**config.mk**
```make
export PLATFORM = sky130hd
export DESIGN_NAME = dma_ch_scheduler_flat
export DESIGN_NICKNAME = d
export VERILOG_FILES = /design/src/rtl/dma_ch_scheduler_if.sv /design/src/rtl/dma_ch_scheduler.sv /design/src/flat_wrapper.sv
export SDC_FILE = /design/constraint.sdc
export NUM_CORES = 1
export LEC_CHECK = 0
export BUFFER_PORTS_ARGS = -buffer_cell sky130_fd_sc_hd__clkbuf_2
export CORE_AREA = 2 2 76 49
export DETAILED_ROUTE_END_ITERATION = 8
export DIE_AREA = 0 0 78 51
export GPL_TIMING_DRIVEN = 0
export PLACE_DENSITY_LB_ADDON = 0.12
export SLEW_MARGIN = 20
export SYNTH_ARGS = -nofsm -noshare
export SYNTH_HDL_FRONTEND = slang
export SYNTH_SLANG_ARGS = --single-unit
```
**constraint.sdc**
```tcl
create_clock -name clk -period 2 [get_ports clk]
set_input_delay 0.5 -clock clk [delete_from_list [all_inputs] [get_ports clk]]
set_output_delay 0.5 -clock clk [all_outputs]
set_load 0.05 [all_outputs]
```
**src/rtl/dma_ch_scheduler_if.sv**
```systemverilog
// Channel-side and FIFO-side signals of the DMA channel scheduler.
// master = scheduler, slave = channel engines plus FIFO write side.
interface dma_ch_scheduler_if #(
    parameter int NUM_CH    = 4,
    parameter int CNT_WIDTH = 2
);
    logic [NUM_CH-1:0]    ch_req;
    logic [NUM_CH-1:0]    ch_last;
    logic                 fifo_full;
    logic [NUM_CH-1:0]    grant;
    logic [1:0]           grant_id;
    logic                 busy;
    logic                 fifo_w_en;
    logic [NUM_CH-1:0]    ch_done;
    logic [CNT_WIDTH-1:0] beat_cnt;

    modport master (
        input  ch_req, ch_last, fifo_full,
        output grant, grant_id, busy, fifo_w_en, ch_done, beat_cnt
    );

    modport slave (
        output ch_req, ch_last, fifo_full,
        input  grant, grant_id, busy, fifo_w_en, ch_done, beat_cnt
    );
endinterface

```
**src/rtl/dma_ch_scheduler.sv**
```systemverilog
// Grants one DMA channel at a time and paces its burst into the shared staging FIFO.
// Define DMA_SCHED_FIXED_PRIO_EN for fixed priority (ch0 highest) instead of round-robin.
module dma_ch_scheduler #(
    parameter int NUM_CH    = 4,
    parameter int BURST_LEN = 4,
    parameter int CNT_WIDTH = 2
) (
    input  logic                 clk,
    input  logic                 rst_n,
    dma_ch_scheduler_if.master   bus,
    output logic [1:0]           o_state,
    output logic [1:0]           o_rr_ptr
);
    localparam logic [1:0] S_IDLE    = 2'd0;
    localparam logic [1:0] S_XFER    = 2'd1;
    localparam logic [1:0] S_RELEASE = 2'd2;

    logic [1:0]           r_state;
    logic [NUM_CH-1:0]    r_grant;
    logic [1:0]           r_grant_id;
    logic [CNT_WIDTH-1:0] r_beat_cnt;
    logic [NUM_CH-1:0]    r_ch_done;
    logic [1:0]           r_rr_ptr;

    logic       w_xfer;
    logic       w_req_sel;
    logic       w_last_sel;
    logic       w_found;
    logic [1:0] w_pick_id;
    logic       w_beat;
    logic       w_end;
    logic       w_abort;

    // Requester selection for the next grant.
    always_comb begin
        w_pick_id = 2'd0;
        w_found   = 1'b0;
`ifdef DMA_SCHED_FIXED_PRIO_EN
        for (int i = NUM_CH - 1; i >= 0; i--) begin
            if (bus.ch_req[i]) begin
                w_found   = 1'b1;
                w_pick_id = 2'(i);
            end
        end
`else
        for (int k = 0; k < NUM_CH; k++) begin
            if (!w_found && bus.ch_req[(int'(r_rr_ptr) + k) % NUM_CH]) begin
                w_found   = 1'b1;
                w_pick_id = 2'((int'(r_rr_ptr) + k) % NUM_CH);
            end
        end
`endif
    end

    always_comb begin
        w_req_sel  = 1'b0;
        w_last_sel = 1'b0;
        for (int i = 0; i < NUM_CH; i++) begin
            if (r_grant_id == 2'(i)) begin
                w_req_sel  = bus.ch_req[i];
                w_last_sel = bus.ch_last[i];
            end
        end
    end

    // Handshake: fifo_w_en is the valid of the granted channel's beat and
    // !fifo_full is ready; a beat transfers only in a cycle where both are high.
    assign w_xfer  = (r_state == S_XFER);
    assign w_beat  = w_xfer & ~bus.fifo_full & w_req_sel;
    assign w_end   = w_beat & ((r_beat_cnt == CNT_WIDTH'(BURST_LEN - 1)) | w_last_sel);
    assign w_abort = w_xfer & ~w_req_sel;

    always_ff @(posedge clk or negedge rst_n) begin
        if (!rst_n) begin
            r_state    <= S_IDLE;
            r_grant    <= '0;
            r_grant_id <= 2'd0;
            r_beat_cnt <= '0;
            r_ch_done  <= '0;
            r_rr_ptr   <= 2'd0;
        end else begin
            r_ch_done <= '0;
            case (r_state)
                S_IDLE: begin
                    if (w_found) begin
                        r_state    <= S_XFER;
                        r_grant    <= {{(NUM_CH-1){1'b0}}, 1'b1} << w_pick_id;
                        r_grant_id <= w_pick_id;
                        r_beat_cnt <= '0;
                    end
                end
                S_XFER: begin
                    if (w_beat) begin
                        r_beat_cnt <= r_beat_cnt + CNT_WIDTH'(1);
                    end
                    // Both a normal end and an abort produce the same single done pulse.
                    if (w_end || w_abort) begin
                        r_state   <= S_RELEASE;
                        r_grant   <= '0;
                        r_ch_done <= r_grant;
                    end
                end
                S_RELEASE: begin
                    r_state <= S_IDLE;
`ifndef DMA_SCHED_FIXED_PRIO_EN
                    r_rr_ptr <= (r_grant_id == 2'(NUM_CH - 1)) ? 2'd0 : r_grant_id + 2'd1;
`endif
                end
                default: r_state <= S_IDLE;
            endcase
        end
    end

    assign bus.grant     = r_grant;
    assign bus.grant_id  = r_grant_id;
    assign bus.busy      = w_xfer;
    assign bus.fifo_w_en = w_beat;
    assign bus.ch_done   = r_ch_done;
    assign bus.beat_cnt  = r_beat_cnt;
    assign o_state       = r_state;
    assign o_rr_ptr      = r_rr_ptr;
endmodule

```
**src/flat_wrapper.sv**
```systemverilog
// flat-port wrapper written by rule: the top's interface ports become plain ports
module dma_ch_scheduler_flat 
#(
    parameter int NUM_CH    = 4,
    parameter int BURST_LEN = 4,
    parameter int CNT_WIDTH = 2
)
  (clk, rst_n, o_state, o_rr_ptr, bus_ch_req, bus_ch_last, bus_fifo_full, bus_grant, bus_grant_id, bus_busy, bus_fifo_w_en, bus_ch_done, bus_beat_cnt);
  dma_ch_scheduler_if #(.NUM_CH(NUM_CH), .CNT_WIDTH(CNT_WIDTH)) bus_i ();
  input  logic clk;
  input  logic rst_n;
  output logic [1:0] o_state;
  output logic [1:0] o_rr_ptr;
  input wire logic [$bits(bus_i.ch_req)-1:0] bus_ch_req;
  input wire logic [$bits(bus_i.ch_last)-1:0] bus_ch_last;
  input wire logic [$bits(bus_i.fifo_full)-1:0] bus_fifo_full;
  output wire logic [$bits(bus_i.grant)-1:0] bus_grant;
  output wire logic [$bits(bus_i.grant_id)-1:0] bus_grant_id;
  output wire logic [$bits(bus_i.busy)-1:0] bus_busy;
  output wire logic [$bits(bus_i.fifo_w_en)-1:0] bus_fifo_w_en;
  output wire logic [$bits(bus_i.ch_done)-1:0] bus_ch_done;
  output wire logic [$bits(bus_i.beat_cnt)-1:0] bus_beat_cnt;
  assign bus_i.ch_req = bus_ch_req;
  assign bus_i.ch_last = bus_ch_last;
  assign bus_i.fifo_full = bus_fifo_full;
  assign bus_grant = bus_i.grant;
  assign bus_grant_id = bus_i.grant_id;
  assign bus_busy = bus_i.busy;
  assign bus_fifo_w_en = bus_i.fifo_w_en;
  assign bus_ch_done = bus_i.ch_done;
  assign bus_beat_cnt = bus_i.beat_cnt;
  dma_ch_scheduler #(.NUM_CH(NUM_CH), .BURST_LEN(BURST_LEN), .CNT_WIDTH(CNT_WIDTH)) u_core (.clk(clk), .rst_n(rst_n), .bus(bus_i), .o_state(o_state), .o_rr_ptr(o_rr_ptr));
endmodule
```
==> impl_metrics.ini <==
[status]
status = finished, violations left
violations = negative setup slack

[clocking]
cts_tree = built
numClockSinks = 16
cts_root_buf = clkbuf_8
cts-hold-fix-buffers = 0
clock_latency_ns = 0.24
numCtsBuffers = 3
cts.reportedPaths.clkPinSlew_ns = 0.06
cts_max_level = 1
clk_path_buf_depth = 2

[setup_path]
timing.rr.end = u_core.bus.beat_cnt[0]$_DFFE_PN0P_
criticalPathCategory = reg2out
r2r-start = u_core.bus.grant_id[0]$_DFFE_PN0P_
cp-startpoint = u_core.bus.grant_id[0]$_DFFE_PN0P_
reg2reg_slack_ns = -0.04
cp.required_ns = 1.50
reg2regPathDepth = 8
crit_fanout = 5
crit_end = bus_fifo_w_en
cp-end-kind = output pin
startpoint_type = flop
cp_slowest_cell = dfrtp_2
critical_path_arrival_ns = 2.03
crit_path_cell_trace = inv_4 -> ha_4 -> a211oi_1 -> a211o_1 -> or3_4 -> clkinvlp_4 -> clkbuf_16
slowest_delay_ns = 0.49

[sta]
fin_skew_ns = 0.00180
setup_slack_ns = -0.527
post-route-min-period_ns = 2.53
max_slew_margin_pct = 51.5
setup-tns-final_ns = -0.604
tightest_slew_ns = 0.727
slew_violations = 0
setup_viol = 3
whs_ns = 0.177
finalCritPeriodShare_pct = 126
finalHoldViolations = 0
timing.fmax_mhz = 396
rsz0062_at_grt = yes

[yosys]
ys_ff_latch = 16
syn_area_um2 = 910
async_reset_ff_share_pct = 100
synth_fp_nets = 103
synth_cells = 87
yosysWarnings = 0
yosysUniqueCellTypes = 33
synthFlopType = dfrtp_1
synth_edf_count = 0
synth-seq-area-share_pct = 44.0
postSynthAreaPerCell_um2 = 10.5

[route]
ant_nets = 0
first_iter_violations = 36
routed_wl_um = 2380
vias = 821
drc = 0
viasPerCell = 4.75
routedWlPerCell_um = 13.8
drt-pass1-iter-count = 4

[place]
dp_hpwl_um = 1690
gp_congestion = 0.750
pre_cts_slack_ns = -0.457
numPortBuffers = 28

[floorplanning]
fp.dieW_um = 78
die_h_um = 51
placementRows = 17
die_area_um2 = 3980
coreArea_um2 = 3400
io_pins = 29
start_util_pct = 26.7

[global_route]
grt_overflow = 0
antenna_found_initial = 0
grt_max_degree = 17
grt_pass1_wl_um = 3760
grt_pass1_vias = 784
gr-usage-all-layers_pct = 12.1

[final_layout]
fin_nets = 143
area_growth_pct = 42.9
drive_gt1_share_pct = 42.1
final_util_pct = 38.2
insertedDiodeCount = 0

[power_and_ir_drop]
vdd_drop_max_mv = 0.618
leakage_nw = 0.605
power_density_nw_per_um2 = 1780
finalPower_mw = 2.31

[min_path]
hp-class = in2async

[flow_run]
maxCapViolCount = 0
## cells by family after synthesis
logic type / Yosys count / synth area share [%]
AOI/OAI and AO/OA: 27 / 23.4
adders and majority gates: 5 / 6.88
buffers and inverters: 7 / 3.71
DFF: 16 / 44.0
muxes: 4 / 4.54
and+or+nand+nor: 28 / 17.5
## how the worst min path moves through the flow
stage	endpoint	start	slack (ns)	cells after the start
2_1_floorplan	u_core.bus.beat_cnt[0]$_DFFE_PN0P_	rst_n	0.20	0
3_3_place_gp	u_core.o_rr_ptr[1]$_DFFE_PN0N_	rst_n	0.45	1
3_5_place_dp	u_core.bus.grant[0]$_DFFE_PN0P_	rst_n	0.46	1
4_1_cts	u_core.o_rr_ptr[1]$_DFFE_PN0N_	rst_n	0.19	1
5_1_grt	u_core.o_rr_ptr[1]$_DFFE_PN0N_	rst_n	0.19	1
6_report	u_core.o_rr_ptr[1]$_DFFE_PN0N_	rst_n	0.18	1
## flip-flops by register name (all words and copies together), names as in the netlist
name and count:
u_core.bus.grant_id 2, u_core.bus.ch_done 4, u_core.o_rr_ptr 2, u_core.bus.grant 4, u_core.o_state 2, u_core.bus.beat_cnt 2
## synth_stat cells, types with 3 or more instances
library cell  count  area (µm²)
inv_1             6        22.5
a21boi_1          3        22.5
and2_1            3        18.8
a32o_1            3        30.0
ha_1              5        62.6
dfrtp_1          16         400
mux2i_1           3        30.0
o31ai_1           3        22.5
nand2_1           7        26.3
nand2b_1          3        18.8
a21oi_1           4        20.0
## what timing repair did
item	in CTS	in global routing
endpoints found under the setup margin	4	12
setup buffers	3	4
gates resized for setup	7	7
pin swaps	2	3
## where the power goes
group | switching (mW) | internal, mW
Clock | 0.103 | 0.141
Combinational | 0.957 | 0.518
Sequential | 0.143 | 0.449
Total | 1.20 | 1.11
## per-stage QoR
stage | instance area, µm² | std cells
floorplan | 921 | 87
global placement | 1120 | 162
detailed placement | 1120 | 162
CTS | 1220 | 169
global route | 1300 | 173
finish | 1300 | 173
## final cells by class
type                            count  area, µm²
Buffer                              1       11.3
Clock buffer                        4       45.0
Fill cell                         354       2100
Inverter                            6       31.3
Multi-Input combinational cell     64        538
Sequential cell                    16        403
Tap cell                           47       58.8
Timing Repair Buffer               35        213
## critical path, delay by kind of cell (launching register included)
family                   cells  cell delay [ns]
adder cells (fa/ha/maj)      1             0.15
AO/OA/AOI/OAI                2             0.39
AND/OR/NAND/NOR              1             0.39
buffers and inverters        3             0.36
flip-flops                   1             0.49
## per-layer routing
metal / global-route usage (%) / part of all wire [%] / routed length [µm]
met3: 5.12 / 4.8 / 115
met2: 17.8 / 43 / 1020
met5: 0 / 0 / 0
met4: 0.877 / 0.42 / 10
met1: 17.3 / 52 / 1240
## placed cells by master, fill, tap and decap left out, types with 2 or more instances in the layout
master | synthesis | layout
a21boi_0 | 2 | 2
a21boi_1 | 3 | 3
a21oi_1 | 4 | 4
a221o_1 | 2 | 2
a32o_1 | 3 | 3
and2_1 | 3 | 3
buf_4 | 0 | 7
clkbuf_2 | 0 | 27
clkbuf_8 | 0 | 3
dfrtp_1 | 16 | 14
dfrtp_2 | 0 | 2
ha_4 | 0 | 4
inv_1 | 6 | 3
inv_4 | 0 | 2
mux2i_1 | 3 | 3
nand2_1 | 7 | 7
nand2b_1 | 3 | 3
nand3b_1 | 2 | 2
nor2_1 | 2 | 2
nor3b_1 | 2 | 2
nor4_1 | 2 | 2
o21ai_0 | 2 | 2
o31ai_1 | 3 | 3
or4_1 | 2 | 2
Power figures use the tool's default switching activity.
